File: config.mk
export PLATFORM = sky130hd
export DESIGN_NAME = onehot_dec_seq
export DESIGN_NICKNAME = d
export VERILOG_FILES = /design/src/rtl/onehot_dec_seq.sv
export SDC_FILE = /design/constraint.sdc
export NUM_CORES = 1
export LEC_CHECK = 0
export BUFFER_PORTS_ARGS = -buffer_cell sky130_fd_sc_hd__buf_2
export CAP_MARGIN = 40
export CORE_UTILIZATION = 33
export CTS_CLUSTER_DIAMETER = 40
export CTS_CLUSTER_SIZE = 40
export DETAILED_ROUTE_END_ITERATION = 12
export PLACE_DENSITY = 0.52
export SLEW_MARGIN = 20
export SYNTH_ARGS = -nofsm -noshare
export SYNTH_HDL_FRONTEND = slang
export SYNTH_SLANG_ARGS = --single-unit
File: constraint.sdc
create_clock -name clk -period 3.6 [get_ports clk]
set_input_delay 0.72 -clock clk [delete_from_list [all_inputs] [get_ports clk]]
set_output_delay 0.72 -clock clk [all_outputs]
set_load 0.05 [all_outputs]
File: src/rtl/onehot_dec_seq.sv
// onehot_dec_seq: 2-bit code register shown as a registered one-hot LED
// pattern, loaded from a debounced-edge pushbutton or rotated by a prescaler.
//
// Ports:
//   clk  in   single clock, all state on rising edge
//   rst  in   synchronous active-high reset
//   sw   in   [1:0] code to load, [2] rotate enable, [3] output enable
//   btn  in   asynchronous load pushbutton, active-high
//   led  out  registered one-hot of the current code, or 0 when disabled
module onehot_dec_seq #(
    parameter int unsigned DIV = 100_000_000
) (
    input  logic       clk,
    input  logic       rst,
    input  logic [3:0] sw,
    input  logic       btn,
    output logic [3:0] led
);

    localparam int unsigned CW = 27;
    localparam logic [CW-1:0] CNT_MAX = CW'(DIV - 1);

    // button synchronizer and edge history
    logic s1_q;
    logic s2_q;
    logic hist_q;

    // Reset-hold guard: a button held through reset must be seen low
    // at least once before it can produce a load. first_q marks the
    // single cycle after reset where s1_q still holds its reset value
    // rather than a real sample of btn.
    logic lock_q, lock_d;
    logic first_q;

    logic [CW-1:0] cnt_q, cnt_d;
    logic [1:0]    cur_q, cur_d;
    logic [3:0]    led_q, led_d;

    logic load;
    logic rot_en;
    logic tick;
    logic out_en;
    logic [1:0] code;

    assign code   = sw[1:0];
    assign rot_en = sw[2];
    assign out_en = sw[3];

    assign load = s2_q & ~hist_q & ~lock_q;
    assign tick = rot_en & (cnt_q == CNT_MAX);

    // prescaler: cleared by load, by rotate disable and on wrap
    always_comb begin
        cnt_d = cnt_q + CW'(1);
        if (load || !rot_en || tick) begin
            cnt_d = '0;
        end
    end

    // code register: load has priority over a rotate step
    always_comb begin
        cur_d = cur_q;
        if (load) begin
            cur_d = code;
        end else if (tick) begin
            cur_d = cur_q + 2'd1;
        end
    end

    // guard release once a genuine low button sample is seen
    always_comb begin
        lock_d = lock_q;
        if (!first_q && !s1_q) begin
            lock_d = 1'b0;
        end
    end

    // one-hot decode of the code currently held (before this edge)
    always_comb begin
        led_d = 4'b0000;
        if (out_en) begin
            unique case (cur_q)
                2'd0: led_d = 4'b0001;
                2'd1: led_d = 4'b0010;
                2'd2: led_d = 4'b0100;
                2'd3: led_d = 4'b1000;
                default: led_d = 4'b0000;
            endcase
        end
    end

    always_ff @(posedge clk) begin
        if (rst) begin
            s1_q    <= 1'b0;
            s2_q    <= 1'b0;
            hist_q  <= 1'b0;
            lock_q  <= 1'b1;
            first_q <= 1'b1;
            cnt_q   <= '0;
            cur_q   <= 2'd0;
            led_q   <= 4'b0000;
        end else begin
            s1_q    <= btn;
            s2_q    <= s1_q;
            hist_q  <= s2_q;
            lock_q  <= lock_d;
            first_q <= 1'b0;
            cnt_q   <= cnt_d;
            cur_q   <= cur_d;
            led_q   <= led_d;
        end
    end

    assign led = led_q;

`ifndef SYNTHESIS
    // output is always one-hot or dark
    a_led_legal: assert property (@(posedge clk) $onehot0(led_q));
    // the prescaler never runs past its terminal count
    a_cnt_range: assert property (@(posedge clk) cnt_q <= CNT_MAX);
    // a load lasts exactly one cycle
    a_load_pulse: assert property (@(posedge clk) disable iff (rst)
        load |=> !load);
`endif

endmodule

### Yosys cells after proc, flatten, opt, wreduce, memory -nomap -nowiden

Index checks and enable logic that the tools add are counted.
Widths: inputs -> output; s select.

| word-level totals | value |
|---|---|
| register bits | 38 |
| input bits | 7 |
| output and inout bits | 4 |
| logic and storage cells | 34 |

| operators by class | value |
|---|---|
| add/subtract/negate cells | 2 |
| equal/unequal tests | 4 |
| mux-type cells | 4 |
| bitwise logic cells | 6 |
| reductions and logical operators | 10 |

Operators by type and width:

| kind | count |
|---|---|
| $add 27x1->27 const B | 1 |
| $eq 27x27->1 const B | 1 |
| $pmux 4 s4 | 1 |
| $eq 2x2->1 const B | 2 |
| $mux 2 | 2 |
| $reduce_or 2->1 | 2 |
| $and 1x1->1 | 3 |
| $logic_not 1->1 | 3 |
| $not 1->1 | 3 |
| $add 2x1->2 const B | 1 |
| $eq 2x1->1 const B | 1 |
| $logic_not 2->1 | 1 |
| $logic_or 1x1->1 | 2 |
| $reduce_bool 2->1 | 1 |
| $logic_and 1x1->1 | 1 |
| $mux 1 | 1 |

### Longest topological paths before layout

Gate-level depths: netlist of run 1.

| logic depth | value |
|---|---|
| depth in word-level cells | 6 |
| mapped depth | 6 |
| mapped depth without buffers | 5 |

### Least setup slack after synthesis of run 1

OpenSTA, ideal clock, no wires.

| timing path | value |
|---|---|
| path type | reg2reg |
| start | reg cnt_q[0] |
| end | reg cnt_q[26] |
| setup time | 66 ps |
| arrival time | 1828 ps |
| required time | 3534 ps |
| setup slack | 1706 ps |
| stages on the path, launching flop included | 6 |
| path buffers | 0 |
| clock period less this slack | 1894 ps |
| cell sequence | dfxtp_1 -> ha_1 -> nand2_1 -> or4_4 -> or4_4 -> a21oi_2 |

| on the way | value |
|---|---|
| cells in the longest elaborated chain, start to end | 4 |
| elaborated cells on any way between the ends | 5 |
| those cells by class | 1 x add/sub; 1 x eq/ne; 1 x bitwise; 2 x reduce/logical |

Ends and longest elaborated chain:

| what | line | RTL |
|---|---|---|
| from (decl) | 35 | `logic [CW-1:0] cnt_q, cnt_d;` |
| from (signal assigned) | 108 | `cnt_q <= cnt_d;` |
| parallel branches: the longest is 4 deep, another holds $add 27x1->27 | - |  |

Several ways; the timed one is not identified.
A chain may end at the register's enable or synchronous reset.

### Worst setup path after layout of run 1

| timing path | value |
|---|---|
| start | reg cnt_q[3] |
| end | reg cnt_q[26] |

The elaborated chain is that of the path after synthesis.

==> results.sh, run 1 <==
export IMPL_net_switching_power_mw=0.1492
export IMPL_whs_path_depth=1
export IMPL_clockPowerShare_pct=36.9
export IMPL_synth_seq_cells=38
export IMPL_maxSlewViolCount=0
export IMPL_p_leak_nw=0.5883
export IMPL_synthArstFlopShare_pct=0
export IMPL_syn_cell_area_um2=1698
export IMPL_dp_cells=258
export IMPL_setup_tns_ns=0
export IMPL_max_cap_violations=0
export IMPL_vias=1419
export IMPL_power_density_nw_per_um2=380.2
export IMPL_ys_seq_area_share_pct=44.80
export IMPL_synth_cell_types=37
export IMPL_gp_congestion=0.7471
export IMPL_whs_ns=0.4642
export IMPL_r2r_end="cnt_q[26]"
export IMPL_n_antenna_cell=0
export IMPL_postCtsSetupBuffers=0
export IMPL_cts_repair_resized=0
export IMPL_hold_class="reg -> reg"
export IMPL_power_internal_mw=0.5678
export IMPL_path_clk_slew_ns=0.07
export IMPL_grt_usage_pct=14.16
export IMPL_htreeDepth=2
export IMPL_dp_hpwl_um=2421
export IMPL_rr_worst_depth=4
export IMPL_worstPathRequired_ns=3.82
export IMPL_ys_warn_count=0
export IMPL_drtPass1Iterations=4
export IMPL_final_cell_area_um2=1886
export IMPL_r2r_start="cnt_q[3]"
export IMPL_tightest_slew_ns=0.4821
export IMPL_path_class="reg -> reg"
export IMPL_gr_total_overflow=0
export IMPL_first_global_vias=1346
export IMPL_clock_path_buffers=2
export IMPL_route_detailed_drc=0
export IMPL_end_kind="flip-flop"
export IMPL_final_hold_violation_count=0
export IMPL_global_route_usage_met2_pct=23.65
export IMPL_ios=11
export IMPL_period_needed_ns=2.239
export IMPL_reg2reg_slack_ns=1.36
export IMPL_wire_per_inst_um=12.68
export IMPL_netlist_instances=187
export IMPL_synth_edf_count=0
export IMPL_antenna_found_initial=0
export IMPL_ctsHoldBuffers=0
export IMPL_rows=25
export IMPL_report_final_setup_viol=0
export IMPL_final_period_utilization_pct=62.21
export IMPL_layout_drive_gt1_share_pct=11.06
export IMPL_synth_fp_nets=199
export IMPL_clock_latency_ns=0.28
export IMPL_coreArea_um2=4848
export IMPL_timing_fmax_ghz=0.4466
export IMPL_power_frac_seq_pct=59.8
export IMPL_crit_path_max_fanout=14
export IMPL_drtIter0Drc=74
export IMPL_portBuffers=10
export IMPL_sw_frac_of_total_pct=20.81
export IMPL_hold_end="s2_q"
export IMPL_cts_buffers_inserted=5
export IMPL_wirelength_um=3374
export IMPL_utilization_pct=38.89
export IMPL_rsz0062_at_grt="no"
export IMPL_start_kind="flip-flop"
export IMPL_initial_core_util_pct=35.02
export IMPL_combPwrFrac_pct=3.3
export IMPL_arrival_ns=2.46
export IMPL_ant_nets=0
export IMPL_hp_start="s1_q"
export IMPL_cts_tree="done"
export IMPL_use_met1_pct=16.39
export IMPL_synthFlopType="dfxtp_1"
export IMPL_clock_sinks=38
export IMPL_cts_root_buf="clkbuf_8"
export IMPL_stdcell_count=266
export IMPL_synth_area_per_cell_um2=9.080
export IMPL_die_h_um=73.73
export IMPL_grt_max_degree=22
export IMPL_nets=211
export IMPL_grtUsageMet3_pct=4.664
export IMPL_grt_busiest_layer="met2"
export IMPL_via_per_inst=5.335
export IMPL_clock_skew_ns=0.005273
export IMPL_maxSlewHeadroom_pct=67.61
export IMPL_die_area_um2=5436
export IMPL_die_w_um=73.73
export IMPL_outcome="finished, final reports clean"
export IMPL_placed_cell_area_um2=1798
export IMPL_grt_pass1_wl_um=5830
export IMPL_syn_to_final_growth_pct=11.05
export IMPL_ir_worst_vdd_v=0.0001871
-- state kept, by name, summed over array words and instances, names as in the netlist --
| name | flops |
|---|---|
| cnt_q | 27 |
| cur_q | 2 |
| first_q | 1 |
| hist_q | 1 |
| led | 4 |
| lock_q | 1 |
| s1_q | 1 |
| s2_q | 1 |
-- final cells by class --
class / count / area [um2]
fillers: 512 / 2963
inverters: 6 / 22.52
flip-flops and latches: 38 / 760.7
clock buffers: 7 / 76.32
repair buffers: 11 / 61.31
multi-input cells: 137 / 880.8
well taps: 67 / 83.83
-- cell families (layout without fill, tap and decap cells) --
logic type	Yosys count	after routing	share of synthesized area, %
buf+inv	12	24	3.316
fa+ha+maj	5	5	3.685
compound gates	38	38	13.56
simple gates	84	84	29.48
flops	38	38	44.80
xor+xnor	10	10	5.159
-- synthesized netlist by cell type (3+ instances only) --
cell / count / share of area, %
buf_2: 3 / 0.88
ha_1: 5 / 3.7
o21ai_0: 12 / 3.5
or4_4: 3 / 2.0
nor3_1: 3 / 0.88
a21oi_1: 13 / 3.8
inv_1: 6 / 1.3
nand2_1: 8 / 1.8
and3_1: 3 / 1.1
or3_1: 9 / 3.3
and4_1: 3 / 1.5
nand4_1: 6 / 2.2
nor2_1: 16 / 3.5
nor4_1: 3 / 1.1
nand3_1: 10 / 2.9
dfxtp_1: 38 / 45
nor2b_1: 4 / 1.5
or4_1: 4 / 1.8
o31ai_1: 4 / 1.8
and2_1: 4 / 1.5
xnor2_1: 8 / 4.1
-- layout by cell type, fill, tap and decap left out, drive strengths merged --
master,Yosys,final
a21oi,14,14
a311oi,2,2
a31o,2,2
a31oi,1,1
and2,4,4
and3,3,3
and4,3,3
buf,4,11
clkbuf,2,7
dfxtp,38,38
ha,5,5
inv,6,6
nand2,8,8
nand2b,2,2
nand3,10,10
nand3b,1,1
nand4,7,7
nand4bb,2,2
nor2,16,16
nor2b,4,4
nor3,3,3
nor4,3,3
o21ai,13,13
o21bai,1,1
o311ai,1,1
o31ai,4,4
or3,9,9
or3b,1,1
or4,7,7
or4b,1,1
xnor2,8,8
xor2,2,2
-- layer usage --
metal / share of wire [%] / vias to the layer above
met5: 0 / -
met4: 2.0 / 0
met3: 5.2 / 8
met2: 46 / 35
met1: 47 / 672
li1: - / 704
-- critical path, cell delays in order, from the launching register on --
cell and delay, ns:
dfxtp_1 0.40, nand3_1 0.34, or4_4 0.75, or4_4 0.55, a21oi_2 0.13
-- metrics by stage --
| stage | setup slack [ns] | total power, mW |
|---|---|---|
| finish | 1.361 | 0.7170 |
| global route | 1.284 | 0.7537 |
| CTS | 1.182 | 0.7279 |
| detailed placement | 1.112 | 0.4606 |
| global placement | 1.187 | 0.4595 |
| floorplan | 1.706 | 0.4521 |
-- power groups by stage --
stage                     Clock, mW  Combinational, mW  Sequential (mW)
after floorplan                   0             0.0118            0.440
after global placement            0             0.0219            0.438
after detailed placement          0             0.0226            0.438
after CTS                     0.277             0.0228            0.428
after global routing          0.299             0.0261            0.429
final                         0.265             0.0236            0.428
-- how the worst max path moves through the flow --
| stage | start | end | slack (ns) | cells after the start |
|---|---|---|---|---|
| after global routing | cnt_q[3] | cnt_q[22] | 1.28 | 4 |
| final | cnt_q[3] | cnt_q[26] | 1.36 | 4 |
| after detailed placement | sw[2] | cnt_q[13] | 1.11 | 5 |
| after floorplan | cnt_q[0] | cnt_q[26] | 1.71 | 5 |
| after global placement | sw[2] | cnt_q[3] | 1.19 | 5 |
| after CTS | cnt_q[0] | cnt_q[13] | 1.18 | 5 |
No activity file was read; power rests on OpenSTA's default activity.
==> inputs of run 2 (changes only) <==
clock period = 2.2 ns   (was 3.6 ns; I/O delays follow)
==> run 2 against run 1 <==
Cell area increased by 1.2%. Highest routed layer unchanged. Core utilization grew 0.46 points. Power is 68% higher. Maximum frequency grew 7.9%. First-iteration DRC count fell by 28%. Count of clock-buffer cells in the layout decreased by 1.
==> results.sh, run 2 (synthesis results as in run 1) <==
export IMPL_first_global_vias=1387
export IMPL_rows=25
export IMPL_final_hold_violation_count=0
export IMPL_sw_frac_of_total_pct=20.62
export IMPL_period_needed_ns=2.076
export IMPL_tightest_slew_ns=0.4544
export IMPL_cp_slowest_stage_delay_ns=0.61
export IMPL_maxSlewHeadroom_pct=69.47
export IMPL_dp_hpwl_um=2411
export IMPL_clock_path_buffers=2
export IMPL_start_kind="flip-flop"
export IMPL_htreeDepth=2
export IMPL_rsz0062_at_grt="no"
export IMPL_arrival_ns=2.29
export IMPL_path_clk_slew_ns=0.07
export IMPL_die_area_um2=5436
export IMPL_cts_root_buf="clkbuf_8"
export IMPL_placed_cell_area_um2=1826
export IMPL_die_w_um=73.73
export IMPL_final_period_utilization_pct=94.38
export IMPL_coreArea_um2=4848
export IMPL_dp_cells=260
export IMPL_n_antenna_cell=0
export IMPL_ctsHoldBuffers=0
export IMPL_initial_core_util_pct=35.02
export IMPL_portBuffers=10
export IMPL_combPwrFrac_pct=3.5
export IMPL_syn_to_final_growth_pct=12.38
export IMPL_via_per_inst=5.214
export IMPL_p_leak_nw=0.6013
export IMPL_stdcell_count=266
export IMPL_timing_fmax_ghz=0.4816
export IMPL_p_total_mw=1.203
export IMPL_grt_max_degree=22
export IMPL_grt_pass1_wl_um=6058
export IMPL_wire_per_inst_um=12.89
export IMPL_ios=11
export IMPL_final_cell_mix="dfxtp_1, nor2_1, a21oi_1, o21ai_0"
export IMPL_route_detailed_drc=0
export IMPL_cts_tree="done"
export IMPL_drtIter0Drc=53
export IMPL_nets=212
export IMPL_clock_latency_ns=0.27
export IMPL_drtPass1Iterations=4
export IMPL_end_kind="flip-flop"
export IMPL_power_frac_seq_pct=58.3
export IMPL_layout_commonest_cell="dfxtp_1"
export IMPL_grt_usage_pct=14.63
export IMPL_gr_total_overflow=0
export IMPL_postCtsSetupBuffers=0
export IMPL_maxSlewViolCount=0
export IMPL_utilization_pct=39.35
export IMPL_crit_chain="ha_1 > nand2_1 > or4_4 > or4_4 > a21oi_2"
export IMPL_cts_buffers_inserted=5
export IMPL_whs_ns=0.3744
export IMPL_top_register="cnt_q"
export IMPL_worst_path_buf_inv=0
export IMPL_clockPowerShare_pct=38.2
export IMPL_layout_drive_gt1_share_pct=12.06
export IMPL_cts_repair_resized=0
export IMPL_power_density_nw_per_um2=630.2
export IMPL_net_switching_power_mw=0.2479
export IMPL_gp_congestion=0.7363
export IMPL_clock_sinks=38
export IMPL_slowest_stage="or4_4"
export IMPL_vias=1387
export IMPL_ir_worst_vdd_v=0.0003552
export IMPL_path_class="reg -> reg"
export IMPL_path_common_cell="or4_4"
export IMPL_wirelength_um=3429
export IMPL_outcome="finished, final reports clean"
export IMPL_setup_tns_ns=0
export IMPL_detailedPlace_worstSlack_ns=0.1350
export IMPL_critical_path_top_delay_family="simple AND/OR/NAND/NOR gates"
export IMPL_die_h_um=73.73
export IMPL_final_cell_area_um2=1908
export IMPL_largest_reg_flops=27
export IMPL_hold_class="in -> reg"
export IMPL_worstPathRequired_ns=2.42
export IMPL_ant_nets=0
export IMPL_report_final_setup_viol=0
export IMPL_power_internal_mw=0.9546
export IMPL_max_cap_violations=0
export IMPL_antenna_found_initial=0
export IMPL_crit_path_max_fanout=14
export IMPL_clock_skew_ns=0.004120
export IMPL_fin_ws_ns=0.1237
## run 2: routing by layer
metal | track usage, % | share of wire (%) | vias up
li1 | - | - | 710
met1 | 16.65 | 48 | 654
met2 | 25.08 | 47 | 19
met3 | 4.527 | 3.1 | 4
met4 | 6.410 | 1.5 | 0
met5 | 0 | 0 | -
## run 2: cell type report
type | count | area, um2
clock buffer | 6 | 82.58
tap | 67 | 83.83
timing repair buffer | 12 | 77.57
fill | 500 | 2940
multi-input combinational | 137 | 880.8
inverter | 6 | 22.52
sequential | 38 | 760.7
## run 2: final timing paths
| check | slack [ns] | depth (start not counted) | end | from |
|---|---|---|---|---|
| max reg2reg | 0.12 | 5 | cnt_q[26] | cnt_q[0] |
| min reg2reg | 0.46 | 2 | lock_q | first_q |
| min | 0.37 | 1 | first_q | rst |
| max | 0.12 | 5 | cnt_q[26] | cnt_q[0] |
## run 2: power groups by stage
stage	registers [mW]	logic (mW)	clock network [mW]
4_1_cts	0.701	0.0421	0.476
5_1_grt	0.702	0.0469	0.508
3_3_place_gp	0.716	0.0409	0
3_5_place_dp	0.717	0.0419	0
6_report	0.701	0.0418	0.460
2_1_floorplan	0.721	0.0193	0
==> inputs of run 3 (changes only) <==
REMOVE_ABC_BUFFERS = 1   (was not set)
==> run 3 against run 2 <==
Sequential share of layout area fell by 0.34 points. Register-to-register slack barely moved. First-iteration DRC count fell by 43%. Sequential power barely moved. Critical endpoint unchanged. Largest power group unchanged. Highest routed layer unchanged.
==> results.sh, run 3 (synthesis results as in run 1) <==
export IMPL_fillCellCount=507
export IMPL_layout_commonest_cell="dfxtp_1"
export IMPL_largest_reg_flops=27
export IMPL_antenna_found_initial=0
export IMPL_grt_pass1_wl_um=6161
export IMPL_clockPowerShare_pct=39.5
export IMPL_ir_worst_vdd_v=0.0002856
export IMPL_clock_path_buffers=2
export IMPL_whs_ns=0.3609
export IMPL_end_kind="flip-flop"
export IMPL_portBuffers=10
export IMPL_crit_end="cnt_q[26]"
export IMPL_gp_congestion=0.7483
export IMPL_coreArea_um2=4848
export IMPL_tightest_slew_ns=0.4656
export IMPL_syn_to_final_growth_pct=13.34
export IMPL_grt_max_degree=20
export IMPL_first_global_vias=1346
export IMPL_cts_root_buf="clkbuf_8"
export IMPL_die_area_um2=5436
export IMPL_die_h_um=73.73
export IMPL_cp_startpoint="cnt_q[0]"
export IMPL_initial_core_util_pct=35.02
export IMPL_layout_drive_gt1_share_pct=12.87
export IMPL_power_density_nw_per_um2=637.2
export IMPL_multi_input_area_um2=880.8
export IMPL_hp_start="rst"
export IMPL_route_detailed_drc=0
export IMPL_drtPass1Iterations=4
export IMPL_drtIter0Drc=30
export IMPL_vias=1417
export IMPL_final_cell_mix="dfxtp_1, nor2_1, a21oi_1, o21ai_0"
export IMPL_fin_ws_ns=0.1234
export IMPL_period_needed_ns=2.077
export IMPL_start_kind="flip-flop"
export IMPL_setup_tns_ns=0
export IMPL_final_hold_violation_count=0
export IMPL_r2r_end="cnt_q[26]"
export IMPL_crit_path_max_fanout=14
export IMPL_ctsHoldBuffers=0
export IMPL_rr_worst_depth=5
export IMPL_clock_latency_ns=0.29
export IMPL_gr_total_overflow=0
export IMPL_worstPathRequired_ns=2.43
export IMPL_final_cell_area_um2=1924
export IMPL_reg2reg_slack_ns=0.12
export IMPL_n_antenna_cell=0
export IMPL_via_per_inst=5.268
export IMPL_clock_sinks=38
export IMPL_placed_cell_area_um2=1833
export IMPL_rsz0062_at_grt="no"
export IMPL_cts_repair_resized=0
export IMPL_rows=25
export IMPL_wire_per_inst_um=12.90
export IMPL_sw_frac_of_total_pct=21.27
export IMPL_detailedPlace_worstSlack_ns=0.1351
export IMPL_max_cap_violations=0
export IMPL_p_leak_nw=0.6105
export IMPL_cts_tree="done"
export IMPL_timing_fmax_ghz=0.4816
export IMPL_ios=11
export IMPL_postCtsSetupBuffers=0
export IMPL_power_frac_seq_pct=57.1
export IMPL_path_clk_slew_ns=0.07
export IMPL_top_register="cnt_q"
export IMPL_r2r_start="cnt_q[0]"
export IMPL_nets=213
export IMPL_cts_buffers_inserted=5
export IMPL_maxSlewViolCount=0
export IMPL_p_total_mw=1.226
export IMPL_clock_skew_ns=0.008141
export IMPL_maxSlewHeadroom_pct=68.72
export IMPL_path_class="reg -> reg"
export IMPL_final_period_utilization_pct=94.39
export IMPL_htreeDepth=2
export IMPL_wirelength_um=3469
export IMPL_hold_class="in -> reg"
export IMPL_power_internal_mw=0.9654
export IMPL_net_switching_power_mw=0.2608
export IMPL_report_final_setup_viol=0
export IMPL_arrival_ns=2.30
export IMPL_seq_area_um2=760.7
export IMPL_dp_hpwl_um=2515
export IMPL_grt_usage_pct=15.00
export IMPL_outcome="finished, final reports clean"
export IMPL_ant_nets=0
export IMPL_die_w_um=73.73
export IMPL_combPwrFrac_pct=3.4
## run 3: changes by cell type in the layout (fill, tap and decap cells not counted)
cell | before | now
buf_4 | 1 | 2
clkbuf_1 | 0 | 1
clkinv_2 | 0 | 1
## run 3: power groups by stage
stage,sequential (mW),clock [mW],combinational (mW)
after floorplan,0.721,0,0.0177
after global placement,0.716,0,0.0411
after detailed placement,0.717,0,0.0419
after CTS,0.701,0.508,0.0421
after global routing,0.701,0.541,0.0463
final,0.701,0.484,0.0414
## run 3: worst max-delay path, cell delays in order (launching register included)
cell and delay [ns]:
dfxtp_1 0.36, ha_1 0.24, nand2_1 0.12, or4_4 0.62, or4_4 0.54, a21oi_2 0.13
## run 3: per-layer routing
metal	up-vias	wire [um]	GRT usage, %
met5	-	0	0
met4	0	64	7.051
met3	6	110	4.115
met2	24	1667	25.99
met1	674	1627	16.96
li1	713	-	-
## run 3: worst min path at each step
| stage | end | slack [ns] | cells past startpoint |
|---|---|---|---|
| after global routing | first_q | 0.36 | 1 |
| after CTS | first_q | 0.35 | 1 |
| after detailed placement | cnt_q[0] | 0.46 | 1 |
| final | first_q | 0.36 | 1 |
| after floorplan | lock_q | 0.42 | 2 |
| after global placement | lock_q | 0.43 | 2 |
## run 3: layout make-up
cell class	instances	share of cell area, %
multi-input combinational	137	45.77
sequential	38	39.53
clock buffer	7	4.486
timing repair buffer	13	4.421
tap	67	4.356
inverter	6	1.170
clock inverter	1	0.2601
## run 3: metrics by stage
stage,utilization [%],instances
global route,39.69,269
global placement,37.81,261
finish,39.69,269
detailed placement,37.81,261
CTS,39.69,269
floorplan,-,181
